<file path="src/rtl/mips_pkg.sv">
// ---------------------------------------------------------------------------
// mips_pkg
// Shared definitions for the MIPS core datapath. The ALU control encoding is
// the same one the ALU decoder drives, so every consumer of alu_control
// imports it from here and never keeps a private copy.
//
// Contents:
//   alu_control_t   5-bit decoder control code (HI/LO related subset)
//   isMulDiv()      true for codes that start a multi-cycle mul/div
//   isSignedOp()    true for codes whose operands are two's complement
// ---------------------------------------------------------------------------
package mips_pkg;

    typedef enum logic [4:0] {
        CONTROL_MULT  = 5'b10000,
        CONTROL_MULTU = 5'b10001,
        CONTROL_DIV   = 5'b10010,
        CONTROL_DIVU  = 5'b10011,
        CONTROL_MTLO  = 5'b10101,
        CONTROL_MTHI  = 5'b10110
    } alu_control_t;

    function automatic logic isMulDiv(input alu_control_t ctl);
        return (ctl == CONTROL_MULT) || (ctl == CONTROL_MULTU) ||
               (ctl == CONTROL_DIV)  || (ctl == CONTROL_DIVU);
    endfunction

    function automatic logic isSignedOp(input alu_control_t ctl);
        return (ctl == CONTROL_MULT) || (ctl == CONTROL_DIV);
    endfunction

endpackage

</file>
<file path="src/rtl/muldiv_iter.sv">
// ---------------------------------------------------------------------------
// muldiv_iter
// Radix-2 iteration engine shared by multiply and divide. Holds the 2*WIDTH
// shift register, the second operand and the iteration counter. It works on
// unsigned magnitudes only; signs are handled by the parent.
//
// Ports:
//   clk, reset   clock and synchronous active-high reset
//   i_load       load i_opA into the low half, clear the high half and counter
//   i_is_div     selects restoring divide (1) or shift-add multiply (0)
//   i_step       perform one iteration this cycle
//   i_opA        multiplier / dividend
//   i_opB        multiplicand / divisor
//   o_last       the current step is the final (WIDTH-th) one
//   o_result     multiply: {high, low} product; divide: {remainder, quotient}
// ---------------------------------------------------------------------------
module muldiv_iter #(
    parameter int WIDTH = 32
) (
    input  logic               clk,
    input  logic               reset,
    input  logic               i_load,
    input  logic               i_is_div,
    input  logic               i_step,
    input  logic [WIDTH-1:0]   i_opA,
    input  logic [WIDTH-1:0]   i_opB,
    output logic               o_last,
    output logic [2*WIDTH-1:0] o_result
);

    localparam int CW = $clog2(WIDTH) + 1;

    logic [2*WIDTH-1:0] r_acc;
    logic [WIDTH-1:0]   r_operand;
    logic [CW-1:0]      r_count;

    logic [WIDTH:0]     w_sum;
    logic               w_fits;
    logic [WIDTH-1:0]   w_diff;
    logic [2*WIDTH-1:0] w_accNext;

    // Divide treats the top WIDTH+1 bits of the shifted register as the trial
    // remainder. When it is at least the divisor the true difference is below
    // the divisor, so the low WIDTH bits of the subtraction are exact.
    always_comb begin
        w_sum     = {1'b0, r_acc[2*WIDTH-1:WIDTH]} + {1'b0, r_operand};
        w_fits    = r_acc[2*WIDTH-1:WIDTH-1] >= {1'b0, r_operand};
        w_diff    = r_acc[2*WIDTH-2:WIDTH-1] - r_operand;
        w_accNext = r_acc;
        if (i_is_div) begin
            if (w_fits) begin
                w_accNext = {w_diff, r_acc[WIDTH-2:0], 1'b1};
            end else begin
                w_accNext = {r_acc[2*WIDTH-2:0], 1'b0};
            end
        end else begin
            if (r_acc[0]) begin
                w_accNext = {w_sum, r_acc[WIDTH-1:1]};
            end else begin
                w_accNext = {1'b0, r_acc[2*WIDTH-1:1]};
            end
        end
    end

    // Load primes the register with the first operand in the low half; each
    // step then advances the shift register and the iteration count.
    always_ff @(posedge clk) begin
        if (reset) begin
            r_acc     <= '0;
            r_operand <= '0;
            r_count   <= '0;
        end else if (i_load) begin
            r_acc     <= {{WIDTH{1'b0}}, i_opA};
            r_operand <= i_opB;
            r_count   <= '0;
        end else if (i_step) begin
            r_acc     <= w_accNext;
            r_count   <= r_count + CW'(1);
        end
    end

    assign o_last   = (r_count == CW'(WIDTH - 1));
    assign o_result = r_acc;

endmodule

</file>
<file path="src/rtl/hilo_muldiv_unit.sv">
// ---------------------------------------------------------------------------
// hilo_muldiv_unit
// Multi-cycle multiply/divide unit that owns the architectural HI and LO
// registers. MTHI/MTLO write in one cycle; MULT/MULTU/DIV/DIVU run through
// IDLE -> CALC (WIDTH iterations) -> FIX and then pulse done.
//
// Ports:
//   clk, reset        clock and synchronous active-high reset
//   start             instruction valid in this stage
//   alu_control       decoder control code
//   HI_write_enable   decoder HI write enable
//   LO_write_enable   decoder LO write enable
//   op_a, op_b        rs and rt operand values
//   busy              unit occupied, issue must stall
//   done              one-cycle pulse after a mul/div result is committed
//   hi, lo            architectural HI and LO registers
// ---------------------------------------------------------------------------
module hilo_muldiv_unit
    import mips_pkg::*;
#(
    parameter int WIDTH = 32
) (
    input  logic             clk,
    input  logic             reset,
    input  logic             start,
    input  alu_control_t     alu_control,
    input  logic             HI_write_enable,
    input  logic             LO_write_enable,
    input  logic [WIDTH-1:0] op_a,
    input  logic [WIDTH-1:0] op_b,
    output logic             busy,
    output logic             done,
    output logic [WIDTH-1:0] hi,
    output logic [WIDTH-1:0] lo
);

    typedef logic [1:0] muldiv_state_t;
    localparam muldiv_state_t IDLE = 2'd0;
    localparam muldiv_state_t CALC = 2'd1;
    localparam muldiv_state_t FIX  = 2'd2;

    muldiv_state_t r_state;
    logic [WIDTH-1:0] r_hi;
    logic [WIDTH-1:0] r_lo;
    logic             r_busy;
    logic             r_done;
    logic             r_isDiv;
    logic             r_negLo;
    logic             r_negHi;
    logic             r_divZero;
    logic [WIDTH-1:0] r_opA;

    logic               w_accept;
    logic               w_signedOp;
    logic               w_load;
    logic               w_last;
    logic [WIDTH-1:0]   w_iterA;
    logic [WIDTH-1:0]   w_iterB;
    logic [2*WIDTH-1:0] w_result;
    logic [2*WIDTH-1:0] w_product;
    logic [WIDTH-1:0]   w_fixHi;
    logic [WIDTH-1:0]   w_fixLo;

    // Starts while busy are dropped rather than queued; the core stalls issue.
    assign w_accept   = start & ~r_busy & (HI_write_enable | LO_write_enable);
    assign w_signedOp = isSignedOp(alu_control);
    assign w_load     = (r_state == IDLE) & w_accept & isMulDiv(alu_control);

    // Signed ops iterate on magnitudes. The most negative value negates to
    // itself, which read as unsigned is exactly its magnitude.
    assign w_iterA = (w_signedOp && op_a[WIDTH-1]) ? -op_a : op_a;
    assign w_iterB = (w_signedOp && op_b[WIDTH-1]) ? -op_b : op_b;

    muldiv_iter #(
        .WIDTH(WIDTH)
    ) u_iter (
        .clk     (clk),
        .reset   (reset),
        .i_load  (w_load),
        .i_is_div(r_isDiv),
        .i_step  (r_state == CALC),
        .i_opA   (w_iterA),
        .i_opB   (w_iterB),
        .o_last  (w_last),
        .o_result(w_result)
    );

    // Sign fixup of the finished magnitude result. A zero divisor bypasses
    // the fixup entirely: all-ones quotient and the original dividend in HI.
    always_comb begin
        w_product = r_negLo ? -w_result : w_result;
        w_fixHi   = w_product[2*WIDTH-1:WIDTH];
        w_fixLo   = w_product[WIDTH-1:0];
        if (r_isDiv) begin
            if (r_divZero) begin
                w_fixHi = r_opA;
                w_fixLo = '1;
            end else begin
                w_fixHi = r_negHi ? -w_result[2*WIDTH-1:WIDTH] : w_result[2*WIDTH-1:WIDTH];
                w_fixLo = r_negLo ? -w_result[WIDTH-1:0] : w_result[WIDTH-1:0];
            end
        end
    end

    // Control FSM and HI/LO ownership. HI/LO only change on an MTHI/MTLO
    // accept or at the FIX edge, so partial results are never visible.
    always_ff @(posedge clk) begin
        if (reset) begin
            r_state   <= IDLE;
            r_hi      <= '0;
            r_lo      <= '0;
            r_busy    <= 1'b0;
            r_done    <= 1'b0;
            r_isDiv   <= 1'b0;
            r_negLo   <= 1'b0;
            r_negHi   <= 1'b0;
            r_divZero <= 1'b0;
            r_opA     <= '0;
        end else begin
            r_done <= 1'b0;
            case (r_state)
                IDLE: begin
                    if (w_accept) begin
                        if (alu_control == CONTROL_MTHI && HI_write_enable) begin
                            r_hi <= op_a;
                        end else if (alu_control == CONTROL_MTLO && LO_write_enable) begin
                            r_lo <= op_a;
                        end else if (isMulDiv(alu_control)) begin
                            r_isDiv   <= (alu_control == CONTROL_DIV) ||
                                         (alu_control == CONTROL_DIVU);
                            r_negLo   <= w_signedOp & (op_a[WIDTH-1] ^ op_b[WIDTH-1]);
                            r_negHi   <= w_signedOp & op_a[WIDTH-1];
                            r_divZero <= (op_b == '0);
                            r_opA     <= op_a;
                            r_busy    <= 1'b1;
                            r_state   <= CALC;
                        end
                    end
                end
                CALC: begin
                    if (w_last) begin
                        r_state <= FIX;
                    end
                end
                FIX: begin
                    r_hi    <= w_fixHi;
                    r_lo    <= w_fixLo;
                    r_done  <= 1'b1;
                    r_busy  <= 1'b0;
                    r_state <= IDLE;
                end
                default: begin
                    r_state <= IDLE;
                    r_busy  <= 1'b0;
                end
            endcase
        end
    end

    assign busy = r_busy;
    assign done = r_done;
    assign hi   = r_hi;
    assign lo   = r_lo;

endmodule
</file>
<file path="config.mk">
export PLATFORM = sky130hd
export DESIGN_NAME = hilo_muldiv_unit
export DESIGN_NICKNAME = d
export VERILOG_FILES = /design/src/rtl/mips_pkg.sv /design/src/rtl/muldiv_iter.sv /design/src/rtl/hilo_muldiv_unit.sv
export SDC_FILE = /design/constraint.sdc
export NUM_CORES = 1
export LEC_CHECK = 0
export ABC_CLOCK_PERIOD_IN_PS = 8500
export CORE_MARGIN = 1.5
export CORE_UTILIZATION = 57
export DETAILED_ROUTE_END_ITERATION = 10
export PLACE_DENSITY_LB_ADDON = 0.1
export SETUP_SLACK_MARGIN = 0.5
export SYNTH_ARGS = -nofsm -noshare
export SYNTH_HDL_FRONTEND = slang
export SYNTH_SLANG_ARGS = --single-unit
</file>
<file path="constraint.sdc">
create_clock -name clk -period 8.5 [get_ports clk]
set_input_delay 1.275 -clock clk [delete_from_list [all_inputs] [get_ports clk]]
set_output_delay 1.275 -clock clk [all_outputs]
set_load 0.005 [all_outputs]
</file>
Word level (Yosys, flattened, before mapping)

Cells that the tools add are included.

Bits in registers: 206
Bits of input ports: 74
Logic and storage cells: 103

$add $sub $neg: 8
Magnitude comparators: 1
Equality and inequality tests: 16
Multiplexer cells: 33
Bitwise gates (word level): 12
Reductions and logical operators: 19

Operators with widths:

| operator                                                               | count |
|---|---|
| 32-bit 2-to-1 mux                                                      | 15 |
| 64-bit 2-to-1 mux                                                      | 4 |
| 32-bit negation                                                        | 4 |
| 32-bit case mux with 2 select lines                                    | 2 |
| 64-bit negation                                                        | 1 |
| 32-bit by 32-bit adder with 33-bit output                              | 1 |
| 33-bit by 32-bit greater-or-equal comparator with 1-bit output         | 1 |
| 32-bit logical NOT                                                     | 1 |
| 32-bit subtractor                                                      | 1 |
| 5-bit equality test (second input constant)                            | 6 |
| 5-bit AND reduction                                                    | 3 |
| 2-bit 2-to-1 mux                                                       | 5 |
| 2-bit != test (second input constant)                                  | 4 |
| 6-bit by 1-bit adder with 6-bit output (second input constant)         | 1 |
| 1-bit bitwise AND                                                      | 6 |
| 6-bit by 5-bit equality test with 1-bit output (second input constant) | 1 |
| 2-bit by 1-bit != test with 1-bit output (second input constant)       | 3 |
| 1-bit logical OR                                                       | 5 |
| 1-bit 2-to-1 mux                                                       | 5 |
| 1-bit logical AND                                                      | 4 |
| 1-bit inverter                                                         | 4 |
| 2-bit case mux with 2 select lines                                     | 1 |
| 4-bit AND reduction                                                    | 1 |
| 2-bit nonzero test                                                     | 2 |
| 8 further kinds                                                        | 8 |

Logic depth before layout (Yosys ltp)

Depth after elaboration: 9
Depth in mapped cells: 15
Depth with buffers taken out: 12

Modules after synthesis

From an unflattened synthesis, not the netlist that was laid out.

Cell total of the unflattened synthesis: 2,286
Area total of the unflattened synthesis: 16,896.2 sq um

By module, submodules not included:

| module           | times used | cells an instance | area each (sq um) |
|---|---|---|---|
| hilo_muldiv_unit | 1          | 1,187             | 8,498.2 |
| muldiv_iter      | 1          | 1,099             | 8,398.1 |

Worst setup path after synthesis

No wires, ideal clock.

Path type: input to register
Start point: input op_a[2]
End point: register u_iter.r_acc[25], in the netlist u_iter.o_result[25]
Arrival: 3,713 ps
Required time: 8,414 ps
Slack: 4,701 ps
Stages: 10
Path buffers: 1
Path through: clkbuf_1 -> nor4_1 -> nor4b_1 -> and2_1 -> nand3b_1 -> nor3_1 -> nand2_1 -> o41ai_1 -> xor2_1 -> a211oi_1

Cells in the longest elaborated chain, start to end: 3

Ends and longest elaborated chain:

| element              | line                   | RTL |
|---|---|---|
| from (decl)          | hilo_muldiv_unit.sv:29 | `input logic [WIDTH-1:0] op_a,` |
| 32-bit negation      | hilo_muldiv_unit.sv:71 | `assign w_iterA = (w_signedOp && op_a[WIDTH-1]) ? -op_a : op_a;` |
| 32-bit 2-to-1 mux    | hilo_muldiv_unit.sv:71 |  |
| 32-bit 2-to-1 mux    | muldiv_iter.sv:72      | `end else if (i_load) begin` |
| to (signal assigned) | muldiv_iter.sv:73      | `r_acc <= {{WIDTH{1'b0}}, i_opA};` |
| to (signal assigned) | muldiv_iter.sv:77      | `r_acc <= w_accNext;` |
| to (decl)            | muldiv_iter.sv:33      | `logic [2*WIDTH-1:0] r_acc;` |

No other way between the ends.
A chain may end at the register's enable or synchronous reset.

Worst setup path in the final report

Same ends and word-level chain as after synthesis.

==> results.rst <==
.. list-table::
   :header-rows: 1

   * - Metric
     - Value
   * - Most used standard cell by instance count after synthesis
     - sky130_fd_sc_hd__nand2_1
   * - Effective utilization at floorplan
     - 0.583
   * - Cells along the critical path
     - clkdlybuf4s50_1 -> nor4_1 -> nor4b_1 -> and2_1 -> nand3b_1 -> nor3_1 -> nand2_1 -> o41ai_1 -> xor2_1 -> a211oi_1
   * - Peak VDD IR
     - 0.140 mV
   * - Antenna Cells
     - 0
   * - Number of setup violations in the final report
     - 0
   * - Count of fill cells added during filler insertion
     - 2,497
   * - Fin. max-slew vios
     - 0
   * - TritonCTS clock tree
     - done
   * - Routability congestion estimate
     - 0.958
   * - Fraction of post-synthesis cell area in the top cell type by area
     - 0.253
   * - Global-route congestion overflow total
     - 0
   * - Largest stage delay on the critical path
     - 650 ps
   * - Vias in the first global route
     - 15,400
   * - Via count
     - 16,600
   * - Tightest hold margin
     - 452 ps
   * - Maximum buffer depth of the clock tree
     - 3
   * - Crit Reg-Reg Startpoint
     - u_iter.o_result[10]
   * - Total number of nets in the final design
     - 2,286
   * - Final routed wire length divided by cell count
     - 20.9 um
   * - Classification of the worst setup path
     - in -> reg
   * - Finished Layout Cells
     - 2,537
   * - Launch point of the worst hold path
     - r_opA[27]
   * - Cell with the largest stage delay on the worst path
     - sky130_fd_sc_hd__nor4_1
   * - Dpl hpwl
     - 37.5 mm
   * - Post-route DRC
     - 0
   * - Worst R2R End
     - hi[25]
   * - Starting DRT DRC Count
     - 1,846
   * - Number of register bits inferred by synthesis
     - 206
   * - P_leak
     - 7.02 nW
   * - Library cell with the largest summed area after synthesis
     - sky130_fd_sc_hd__dfxtp_1
   * - First-pass GRT wire length
     - 83.8 mm
   * - Global routing usage on met3
     - 0.0410
   * - Highest achievable clock rate
     - 226 MHz
   * - Post-route setup slack
     - 4080 ps
   * - Number of cell rows
     - 61
   * - Avg Inst Size Synth
     - 7.68 sq um
   * - Clk_lat worst skew
     - 550 ps
   * - Global Route Usage Sum
     - 0.355
   * - First-pass iteration count of the detailed router
     - 5
   * - Number of levels in the clock H-tree
     - 1
   * - Count of distinct cell types in the synthesized netlist
     - 71
   * - Status
     - completed
   * - Worst setup path endpoint
     - u_iter.o_result[25]
   * - Largest fanout on the critical path
     - 9
   * - Share of final-layout standard cells stronger than drive strength 1
     - 0.0519
   * - Worst Path Required
     - 8960 ps
   * - Die footprint
     - 29,600 sq um
   * - Total clock buffers created by CTS
     - 25
   * - Total Routed Length
     - 53.0 mm
   * - Setup Slack @ Placement
     - 3610 ps
   * - Data arrival time of the critical path
     - 4880 ps
   * - Total of warnings raised by yosys
     - 0
   * - Setup fix buffers added after clock tree synthesis
     - 0
   * - Post-Route Skew
     - 12.3 ps
   * - Pin count of the biggest net entering global routing
     - 80
   * - Post-synthesis cell area
     - 16,300 sq um
   * - Critical path startpoint category
     - primary input
   * - Mean number of vias per cell
     - 6.53
   * - Library cell used as clock root buffer
     - sky130_fd_sc_hd__clkbuf_16
   * - Number of input and output port buffers inserted
     - 139
   * - CTS clock-pin slew for the worst setup and hold paths
     - 60 ps
   * - Final hold violation count
     - 0
   * - Remaining antenna violation count
     - 0
   * - Hold buffer count at CTS
     - 0
   * - Relative max-transition margin
     - 0.152
   * - Area taken by multi-input logic gates
     - 11,300 sq um
   * - Number of primary I/O pins
     - 140
   * - Die Height
     - 172 um
   * - Synth async-reset ratio
     - 0
   * - Final worst path period share
     - 0.521
   * - Busiest grt layer
     - met2
   * - Post-cts gate resize count
     - 0
   * - Cells on worst reg2reg path
     - 9
   * - Post-Synthesis Net Count
     - 2,266
   * - Worst Setup End Kind
     - flop
   * - Met1 usage in global routing
     - 0.496
   * - Main flop type after synthesis
     - sky130_fd_sc_hd__dfxtp_1
   * - Max cap viols
     - 0
   * - Number of cells produced by synthesis
     - 2,121
   * - Slew at the pin closest to its max-slew limit
     - 1260 ps
   * - Critical path startpoint
     - op_a[2]
   * - Final critical-path required period
     - 4430 ps
   * - FF/Latch Area
     - 4130 sq um
   * - Post-placement cell count
     - 2,492
   * - Leading post-synthesis cells by cell area
     - sky130_fd_sc_hd__dfxtp_1 25%, sky130_fd_sc_hd__mux2i_1 8.4%, sky130_fd_sc_hd__a21oi_1 5.6%
   * - Sequential area share after synthesis
     - 0.253
   * - Sink count of the clock tree
     - 206
   * - R2r setup slk
     - 4460 ps
   * - Total negative slack for setup checks
     - 0 ps
   * - Path type of the worst min-delay path
     - reg -> reg
   * - Tot Pwr
     - 2.66 mW
   * - Power density over the cells
     - 143 nW/um^2
   * - Core area
     - 27,900 sq um
   * - Met2 usage in global routing
     - 0.574
   * - Unrepaired setup endpoints after global routing
     - no
   * - Synthesis-to-finish area growth
     - 14.0%
   * - Floorplan die width
     - 172 um
   * - Antenna violations before repair
     - 0
   * - Synth top cells by count
     - 219 x sky130_fd_sc_hd__nand2_1, 206 x sky130_fd_sc_hd__dfxtp_1, 183 x sky130_fd_sc_hd__a21oi_1
   * - Number of enable flip-flop cells after synthesis
     - 0
==> flip-flops by register name (all words and copies together) (netlist names) <==
signal	flops
busy	1
r_opA	32
r_isDiv	1
done	1
r_negHi	1
r_negLo	1
u_iter.o_result	64
r_state	2
u_iter.r_count	6
hi	32
r_divZero	1
lo	32
u_iter.r_operand	32
==> cells by family (layout without fill, tap and decap cells) <==
logic type,count (synthesis),in the layout,synth area share
buffers and inverters,237,275,0.0560
muxes,141,141,0.0871
adders and majority gates,71,71,0.0555
DFF,206,206,0.253
and+or+nand+nor,609,609,0.176
xor gates and xnor gates,188,188,0.101
AOI/OAI and AO/OA,669,669,0.271
==> layer usage <==
metal,part of all wire,wire [um],vias to the layer above
met5,0,0,-
met4,0.026,1360,0
met3,0.078,4160,92
met2,0.45,24100,732
met1,0.44,23400,7913
li1,-,-,7818
==> power by group <==
group	leakage (nW)	total (mW)	internal, mW	switching [mW]
sequential	1.67	1.00	0.981	0.0229
combinational	4.94	0.511	0.198	0.314
clock	0.413	1.14	0.669	0.471
==> metrics by stage <==
step	utilization	cell area [sq um]
2_1_floorplan	-	16300
3_5_place_dp	0.634	17700
3_3_place_gp	0.634	17700
6_report	0.664	18600
4_1_cts	0.664	18600
5_1_grt	0.664	18600
==> cells in the final DEF, fill, tap and decap left out, types with 32 or more instances in the layout <==
| cell type | instances |
|---|---|
| sky130_fd_sc_hd__xnor2_1 | 86 |
| sky130_fd_sc_hd__or3_1 | 32 |
| sky130_fd_sc_hd__ha_1 | 69 |
| sky130_fd_sc_hd__clkdlybuf4s50_1 | 138 |
| sky130_fd_sc_hd__inv_1 | 65 |
| sky130_fd_sc_hd__a221oi_1 | 35 |
| sky130_fd_sc_hd__dfxtp_1 | 202 |
| sky130_fd_sc_hd__o31ai_1 | 35 |
| sky130_fd_sc_hd__nor2_1 | 164 |
| sky130_fd_sc_hd__a21oi_1 | 182 |
| sky130_fd_sc_hd__nand3_1 | 39 |
| sky130_fd_sc_hd__o21ai_0 | 139 |
| sky130_fd_sc_hd__mux2i_1 | 136 |
| sky130_fd_sc_hd__a211oi_1 | 85 |
| sky130_fd_sc_hd__nand2_1 | 219 |
| sky130_fd_sc_hd__xor2_1 | 102 |
==> cell type report <==
class | instances | area share
multi-input cells | 1678 | 0.607
flip-flops and latches | 206 | 0.223
repair buffers | 164 | 0.0850
clock buffers | 32 | 0.0373
well taps | 378 | 0.0255
inverters | 66 | 0.0134
clock inverters | 13 | 0.00890
==> critical path: cells and delay by family <==
family | cells | cell delay (ps)
and+or+nand+nor | 6 | 2310
AOI/OAI and AO/OA | 2 | 610
buffers and inverters | 1 | 570
xor gates and xnor gates | 1 | 110
==> worst min path at each step <==
stage               depth (start not counted)         to
CTS                                         2  r_opA[27]
global placement                            2  r_opA[27]
detailed placement                          2  r_opA[27]
finish                                      2  r_opA[27]
floorplan                                   2  r_opA[27]
global route                                2   r_opA[9]
Note: power is estimated with default switching activity, not from simulation.
